**src/rtl/mem_arb_pkg.sv**
```systemverilog
// mem_arb_pkg: shared types and constants for the two-requester memory
// port arbiter.
//   arb_state_e : arbiter FSM states (IDLE / ISSUE / BUSY)
//   cmd_e       : command kind latched at grant
//   BEATS_*     : m_ready beats expected per command kind
//   pick_cmd    : resolves several command bits from one requester
//   last_beat   : beat-counter value of the final beat for a command
package mem_arb_pkg;

  typedef enum logic [1:0] {
    ST_IDLE  = 2'd0,
    ST_ISSUE = 2'd1,
    ST_BUSY  = 2'd2
  } arb_state_e;

  typedef enum logic [2:0] {
    CMD_NONE    = 3'd0,
    CMD_RD_WORD = 3'd1,
    CMD_RD_LINE = 3'd2,
    CMD_WR_WORD = 3'd3,
    CMD_WR_LINE = 3'd4
  } cmd_e;

  localparam int BEATS_LINE_RD = 4;
  localparam int BEATS_OTHER   = 1;

  // Within one requester: read word > read line > word write > line write.
  function automatic cmd_e pick_cmd(input logic rd_word, input logic rd_line,
                                    input logic wr_word, input logic wr_line);
    if (rd_word)      return CMD_RD_WORD;
    else if (rd_line) return CMD_RD_LINE;
    else if (wr_word) return CMD_WR_WORD;
    else if (wr_line) return CMD_WR_LINE;
    else              return CMD_NONE;
  endfunction

  // Beat counter starts at 0, so the final beat is at BEATS-1.
  function automatic logic [1:0] last_beat(input cmd_e cmd);
    if (cmd == CMD_RD_LINE) return 2'(BEATS_LINE_RD - 1);
    else                    return 2'(BEATS_OTHER - 1);
  endfunction

endpackage

```
**src/rtl/mem_arb_rr_pick.sv**
```systemverilog
// mem_arb_rr_pick: 2-way round-robin picker (combinational).
//   req : request bits, one per requester
//   ptr : index of the requester favoured on a tie
//   gnt : one-hot winner, 2'b00 when nothing requests
module mem_arb_rr_pick (
  input  logic [1:0] req,
  input  logic       ptr,
  output logic [1:0] gnt
);

  always_comb begin
    gnt[0] = req[0] & (~req[1] | ~ptr);
    gnt[1] = req[1] & (~req[0] |  ptr);
  end

endmodule

```
**src/rtl/mem_port_arbiter.sv**
```systemverilog
// mem_port_arbiter: shares one memory data port between two requesters.
// A winner is chosen in IDLE, its command is pulsed (reads) or held
// (writes) from ISSUE, and m_ready beats are forwarded to the owner
// during BUSY until the final beat (4 for a line read, 1 otherwise).
//
// Ports
//   clock, reset          : rising-edge clock, synchronous active-high reset
//   rq_*                  : packed per-requester inputs (requester n in slice n)
//   rq_ready, rq_grant    : per-requester beat strobe / one-hot owner
//   rq_data_out(_offset)  : read data broadcast from the memory
//   m_*  (outputs)        : command/address/data to the memory
//   m_data_out(_offset), m_ready : memory responses
//
// Build option: define MEM_ARB_FIXED_PRIO_EN to make requester 0 always
// win a tie instead of round-robin.
module mem_port_arbiter
  import mem_arb_pkg::*;
#(
  parameter int ADDR_WIDTH = 12
) (
  input  logic                          clock,
  input  logic                          reset,
  input  logic [2*(ADDR_WIDTH+2)-1:0]   rq_address,
  input  logic [255:0]                  rq_data_in,
  input  logic [7:0]                    rq_word_in_be,
  input  logic [1:0]                    rq_read_word,
  input  logic [1:0]                    rq_read_line,
  input  logic [1:0]                    rq_word_in_ready,
  input  logic [1:0]                    rq_line_in_ready,
  output logic [1:0]                    rq_ready,
  output logic [1:0]                    rq_grant,
  output logic [31:0]                   rq_data_out,
  output logic [1:0]                    rq_data_out_offset,
  output logic [ADDR_WIDTH+1:0]         m_address,
  output logic [127:0]                  m_data_in,
  output logic [3:0]                    m_word_in_be,
  output logic                          m_read_word,
  output logic                          m_read_line,
  output logic                          m_word_in_ready,
  output logic                          m_line_in_ready,
  input  logic [31:0]                   m_data_out,
  input  logic [1:0]                    m_data_out_offset,
  input  logic                          m_ready
);

  localparam int AW = ADDR_WIDTH + 2;

  arb_state_e state_q, state_d;
  cmd_e       cmd_q, cmd_d;
  logic [1:0] grant_q, grant_d;
  logic [1:0] beat_q, beat_d;
  logic       ptr_q, ptr_d;
  logic       rd_word_q, rd_word_d;
  logic       rd_line_q, rd_line_d;
  logic       wr_word_q, wr_word_d;
  logic       wr_line_q, wr_line_d;

  logic [1:0] req;
  logic [1:0] pick;
  logic       pick_ptr;
  cmd_e       cmd0, cmd1, win_cmd;

  assign req[0] = rq_read_word[0] | rq_read_line[0] | rq_word_in_ready[0] | rq_line_in_ready[0];
  assign req[1] = rq_read_word[1] | rq_read_line[1] | rq_word_in_ready[1] | rq_line_in_ready[1];

  assign cmd0 = pick_cmd(rq_read_word[0], rq_read_line[0], rq_word_in_ready[0], rq_line_in_ready[0]);
  assign cmd1 = pick_cmd(rq_read_word[1], rq_read_line[1], rq_word_in_ready[1], rq_line_in_ready[1]);
  assign win_cmd = pick[1] ? cmd1 : cmd0;

`ifdef MEM_ARB_FIXED_PRIO_EN
  assign pick_ptr = 1'b0;
`else
  assign pick_ptr = ptr_q;
`endif

  mem_arb_rr_pick u_pick (
    .req (req),
    .ptr (pick_ptr),
    .gnt (pick)
  );

  always_comb begin
    state_d   = state_q;
    cmd_d     = cmd_q;
    grant_d   = grant_q;
    beat_d    = beat_q;
    ptr_d     = ptr_q;
    rd_word_d = rd_word_q;
    rd_line_d = rd_line_q;
    wr_word_d = wr_word_q;
    wr_line_d = wr_line_q;
    case (state_q)
      ST_IDLE: begin
        if (|req) begin
          state_d   = ST_ISSUE;
          grant_d   = pick;
          cmd_d     = win_cmd;
          beat_d    = 2'd0;
          rd_word_d = (win_cmd == CMD_RD_WORD);
          rd_line_d = (win_cmd == CMD_RD_LINE);
          wr_word_d = (win_cmd == CMD_WR_WORD);
          wr_line_d = (win_cmd == CMD_WR_LINE);
        end
      end
      ST_ISSUE: begin
        // Read strobes last exactly one cycle; m_ready here is ignored.
        state_d   = ST_BUSY;
        rd_word_d = 1'b0;
        rd_line_d = 1'b0;
      end
      ST_BUSY: begin
        if (m_ready) begin
          if (beat_q == last_beat(cmd_q)) begin
            state_d   = ST_IDLE;
            grant_d   = 2'b00;
            cmd_d     = CMD_NONE;
            beat_d    = 2'd0;
            wr_word_d = 1'b0;
            wr_line_d = 1'b0;
            // Favour whoever was not just served.
            ptr_d     = ~grant_q[1];
          end else begin
            beat_d = beat_q + 2'd1;
          end
        end
      end
      default: begin
        state_d = ST_IDLE;
        grant_d = 2'b00;
      end
    endcase
  end

  always_ff @(posedge clock) begin
    if (reset) begin
      state_q   <= ST_IDLE;
      cmd_q     <= CMD_NONE;
      grant_q   <= 2'b00;
      beat_q    <= 2'd0;
      ptr_q     <= 1'b0;
      rd_word_q <= 1'b0;
      rd_line_q <= 1'b0;
      wr_word_q <= 1'b0;
      wr_line_q <= 1'b0;
    end else begin
      state_q   <= state_d;
      cmd_q     <= cmd_d;
      grant_q   <= grant_d;
      beat_q    <= beat_d;
      ptr_q     <= ptr_d;
      rd_word_q <= rd_word_d;
      rd_line_q <= rd_line_d;
      wr_word_q <= wr_word_d;
      wr_line_q <= wr_line_d;
    end
  end

  // grant_q is zero in IDLE, so the data path falls to zeros there.
  always_comb begin
    m_address    = '0;
    m_data_in    = '0;
    m_word_in_be = '0;
    if (grant_q[0]) begin
      m_address    = rq_address[0 +: AW];
      m_data_in    = rq_data_in[0 +: 128];
      m_word_in_be = rq_word_in_be[0 +: 4];
    end else if (grant_q[1]) begin
      m_address    = rq_address[AW +: AW];
      m_data_in    = rq_data_in[128 +: 128];
      m_word_in_be = rq_word_in_be[4 +: 4];
    end
  end

  // Gated by reset so a beat arriving in the reset cycle is not forwarded.
  assign rq_ready = (state_q == ST_BUSY && !reset) ? ({2{m_ready}} & grant_q) : 2'b00;
  assign rq_grant = grant_q;

  assign rq_data_out        = m_data_out;
  assign rq_data_out_offset = m_data_out_offset;

  assign m_read_word     = rd_word_q;
  assign m_read_line     = rd_line_q;
  assign m_word_in_ready = wr_word_q;
  assign m_line_in_ready = wr_line_q;

endmodule

```
**config.mk**
```make
export PLATFORM = sky130hd
export DESIGN_NAME = mem_port_arbiter
export DESIGN_NICKNAME = d
export VERILOG_FILES = /design/src/rtl/mem_arb_pkg.sv /design/src/rtl/mem_arb_rr_pick.sv /design/src/rtl/mem_port_arbiter.sv
export SDC_FILE = /design/constraint.sdc
export NUM_CORES = 1
export LEC_CHECK = 0
export ABC_AREA = 1
export BUFFER_PORTS_ARGS = -buffer_cell sky130_fd_sc_hd__buf_4
export CAP_MARGIN = 20
export CORE_AREA = 4 4 202 204
export CTS_BUF_LIST = sky130_fd_sc_hd__clkbuf_4 sky130_fd_sc_hd__clkbuf_8
export DETAILED_ROUTE_END_ITERATION = 16
export DIE_AREA = 0 0 206 208
export SLEW_MARGIN = 10
export SYNTH_ARGS = -nofsm -noshare
export SYNTH_HDL_FRONTEND = slang
export SYNTH_SLANG_ARGS = --single-unit
export TNS_END_PERCENT = 5
```
**constraint.sdc**
```tcl
create_clock -name clock -period 2.8 [get_ports clock]
set_input_delay 0.14 -clock clock [delete_from_list [all_inputs] [get_ports clock]]
set_output_delay 0.14 -clock clock [all_outputs]
set_load 0.02 [all_outputs]
```
# Yosys cells after proc, flatten, opt, wreduce, memory -nomap -nowiden
# Cells that the tools add are included.
# Widths: inputs -> output; s select.
# op_classes
add_sub_neg,1
eq_ne,11
muxes,43
n_bitwise,16
reduce_logical,12
# ops
op,n
$mux 128,2
$mux 3,12
$mux 14,2
$mux 2,11
$pmux 2 s3,2
$eq 3x2->1 const B,3
$reduce_and 3->1,3
$mux 4,2
$or 1x1->1,8
$pmux 1 s2,4
$reduce_and 4->1,2
$mux 1,6
$ne 2x2->1 const B,3
$pmux 3 s2,1
$not 1->1,5
$pmux 2 s2,1
$reduce_bool 2->1,2
$eq 3x1->1 const B,1
$eq 3x3->1 const B,1
$add 2x1->2 const B,1
$and 1x1->1,2
$and 2x2->2,1
$eq 2x1->1 const B,1
$eq 2x2->1,1
6 further kinds,6
# word_totals
register_bits,14

# Logic depth before layout (Yosys ltp)
# depth
ltp_word,10
ltp_mapped,9
mapped_depth_nobuf,9

# Cells and area by module
# From an unflattened synthesis, not the netlist that was laid out.
# unflattened
cells_unflattened,645
hier_area_um2,3170.5
# modules_own_cells
mod,instances,cells_each,area_each_um2,seq_area_each_um2
mem_port_arbiter,1,640,3150.5,280.3
mem_arb_rr_pick,1,5,20.0,0.0

# Worst setup path after synthesis
# OpenSTA, ideal clock, no wires.
# synth_path
path_kind,register to output
from,"register grant_q[1], in the netlist rq_grant[1]"
to,output port rq_ready[1]
arrival_time_ns,1.258
slack_ns,1.402
path_stages_with_launch,4
n_path_buf,1
cell_sequence,dfxtp_1 buf_2 inv_1 nor3_1
# synth_via
elab_chain_len,2
# synth_lines
element,line,rtl
from (decl),mem_port_arbiter.sv:50,"logic [1:0] grant_q, grant_d;"
from (signal assigned),mem_port_arbiter.sv:148,grant_q <= grant_d;
$and 2x2->2,mem_port_arbiter.sv:175,assign rq_ready = (state_q == ST_BUSY && !reset) ? ({2{m_ready}} & grant_q) : 2'b00;
$mux 2,mem_port_arbiter.sv:175,
to (decl),mem_port_arbiter.sv:30,"output logic [1:0] rq_ready,"
# Every way passes these cells.

# Worst setup path in the final report
# layout_path
from,"register grant_q[0], in the netlist rq_grant[0]"
to,output port m_data_in[57]
# layout_via
elab_chain_len,1
# layout_lines
element,line,rtl
$mux 128,mem_port_arbiter.sv:163,if (grant_q[0]) begin
to (decl),mem_port_arbiter.sv:35,"output logic [127:0] m_data_in,"
# Every way passes these cells.

==> results.toml <==
[status]
status = "complete, no violations"

[die]
start_util_pct = 7.86
fp.coreArea_sq_mm = 0.0393
io_pins = 525
die_h_um = 208
die_area_sq_mm = 0.0428
die_w_um = 206
num_rows = 73

[power]
p_leak_nw = 3.91
ir_drop_mv = 0.232
power_w = 0.00229
power.density_mw_per_mm2 = 333

[cells_and_area]
final_cells = 1549
final_util_pct = 17.5
area_growth_pct = 122
final_cell_mix = "457 x buf_4, 322 x nand2_1, 160 x nand3_1, 17 x inv_1, 12 x dfxtp_1"
drive_gt1_share_pct = 47.2
finalNetCount = 1361
final_common_cell = "buf_4"
fillers = 4522

[min_path]
hold_class = "primary input to flip-flop"
hold_end = "m_word_in_ready"
min_path_cells = 2
hold_start = "reset"

[yosys]
synth.distinct_cells = 24
synthCells = 641
ys_seq_area_share_pct = 9.08
synthesis.area_sq_mm = 0.00309
avgSynthCellArea_sq_um = 4.82
synthesis.nets = 978
synth_seq_cells = 14
yosys_warnings = 0

[timing]
max_freq_mhz = 519
fin_crit_sh_pct = 68.8
tightest_slew_ns = 0.643
min_period_ns = 1.93
setup_viol = 0
finalHoldViolCount = 0
whs_ns = 0.144
final_max_slew_viol_count = 0
rsz0062_at_grt = "false"
skew_ns = 0.00111
fin_tns_setup_ns = 0
max_slew_margin_pct = 57.1

[clock_network]
numCtsBuffers = 3
h-tree-depth = 1
cts_root_buf = "clkbuf_8"
postCtsHoldBufs = 0
clk_pin_slew_ns = 0.06
ctsLongestPathBuffers = 2
cts_tree = "done"
post-cts-setup-buffers = 0
cts_num_sinks = 14
worstSkewPairLatency_ns = 0.25
ctsResizeCount = 0

[drt]
post_drt_wl_per_cell_um = 13.9
route.detailed.drc = 0
drt_first_iter_violations = 329
drt-pass1-iter-count = 5
ant_nets = 0
vias_per_cell = 3.70
dr_total_vias = 5729
routed_wl_um = 21500

[critical_path]
crit_chain = "inv_4, buf_12, nand3_1, nand2_1, buf_4"
cpLargestDelayFamily = "buffers and inverters"
slowest_stage = "buf_12"
worstReg2RegEnd = "rq_grant[0]"
rr_worst_depth = 8
worstPathRequired_ns = 2.66
r2r-start = "state_q[1]"
critPathMaxFanout = 147
cpPeakStageDelay_ns = 0.45
crit_arrival_ns = 1.79
path_depth = 5
rrSetupSlack_ns = 1.52
startpoint_type = "flip-flop"
critical_path_buf_inv_count = 3
critical_path_class = "flip-flop to output port"
setup.worst_path.end_class = "output port"
critPathLaunch = "rq_grant[0]"

[place]
io_buffers = 456
dp_cells = 1544
gp_congestion = 0.885
place_hpwl_um = 18200

[global_routing]
grt_pass1_vias = 5491
grt_usage_pct = 8.62
grt_util_met3_pct = 3.29
antenna_found_initial = 1
busiest_layer = "met2"
grt_overflow = 0
grt_use_met1_pct = 9.18
grt_max_degree = 148
grtUsageMet2_pct = 15.9
grt_pass1_wl_um = 29700

[run]
maxCapViolations = 0
==> flip-flops by register name (all words and copies together) (netlist names) <==
name and cells:
m_read_line 1, state_q 2, m_line_in_ready 1, pick_ptr 1, cmd_q 3, m_word_in_ready 1
beat_q 2, rq_grant 2, m_read_word 1
==> metal layers <==
layer  vias to the layer above  wire, um
met2                       382     10600
met1                      2550      7690
met5                         -         0
met3                        20      2740
li1                       2777         -
met4                         0       397
==> cells in the mapped netlist <==
cell type / n / share of area (%)
inv_1: 18 / 2.2
buf_2: 15 / 2.4
nor2_1: 7 / 0.85
dfxtp_1: 14 / 9.1
nand2_1: 322 / 39
a21oi_2: 1 / 0.28
nor3_1: 2 / 0.32
nor2_4: 1 / 0.36
buf_1: 13 / 1.6
inv_2: 1 / 0.12
nand2_2: 3 / 0.61
nand3_4: 1 / 0.57
a21oi_1: 9 / 1.5
nand3b_1: 1 / 0.24
o21ai_2: 1 / 0.28
buf_4: 34 / 8.3
nand3_1: 160 / 26
o21ai_0: 5 / 0.81
nand2_4: 3 / 1.1
nor2_2: 3 / 0.61
o211ai_1: 1 / 0.24
nand3_2: 1 / 0.32
o21ai_1: 4 / 0.65
clkbuf_1: 21 / 2.6
==> worst max-delay path by stage <==
stage	endpoint
3_3_place_gp	m_data_in[57]
3_5_place_dp	m_data_in[57]
4_1_cts	m_data_in[57]
2_1_floorplan	rq_ready[1]
5_1_grt	m_data_in[57]
6_report	m_data_in[57]
==> report_power, final <==
group	total, W	switching (W)	internal (W)	leakage (nW)
clock network	0.000203	0.0000780	0.000125	0.0288
registers	0.000261	0.0000392	0.000222	0.116
logic	0.00182	0.00105	0.000779	3.76
total	0.00229	0.00116	0.00113	3.91
==> worst register-to-register path, cell delays in order (launching register included) <==
cell     delay (ns)
dfxtp_1        0.36
inv_1          0.08
nor2_1         0.18
inv_1          0.11
o21ai_1        0.13
a21oi_1        0.07
o21ai_2        0.10
nand3_1        0.10
nand2_1        0.10
==> kinds of logic after synthesis <==
| family | share of synthesized area [%] |
|---|---|
| AOI/OAI and AO/OA | 3.73 |
| buffers and inverters | 17.1 |
| DFF | 9.08 |
| and+or+nand+nor | 70.1 |
==> cell type report <==
type / instances / area [sq um] / share of cell area (%)
sequential: 14 / 288 / 4.19
tap: 525 / 657 / 9.57
antenna: 1 / 2.50 / 0.0364
clock buffer: 4 / 55.1 / 0.802
multi-input combinational: 525 / 2280 / 33.2
timing repair buffer: 461 / 3510 / 51.1
inverter: 19 / 73.8 / 1.08
==> metrics by stage <==
stage | setup WS (ns) | area [sq um]
2_1_floorplan | 1.40 | 3090
3_3_place_gp | 1.14 | 6810
3_5_place_dp | 1.13 | 6810
4_1_cts | 0.858 | 6860
5_1_grt | 0.765 | 6870
6_report | 0.873 | 6870
Note: power is estimated with default switching activity, not from simulation.
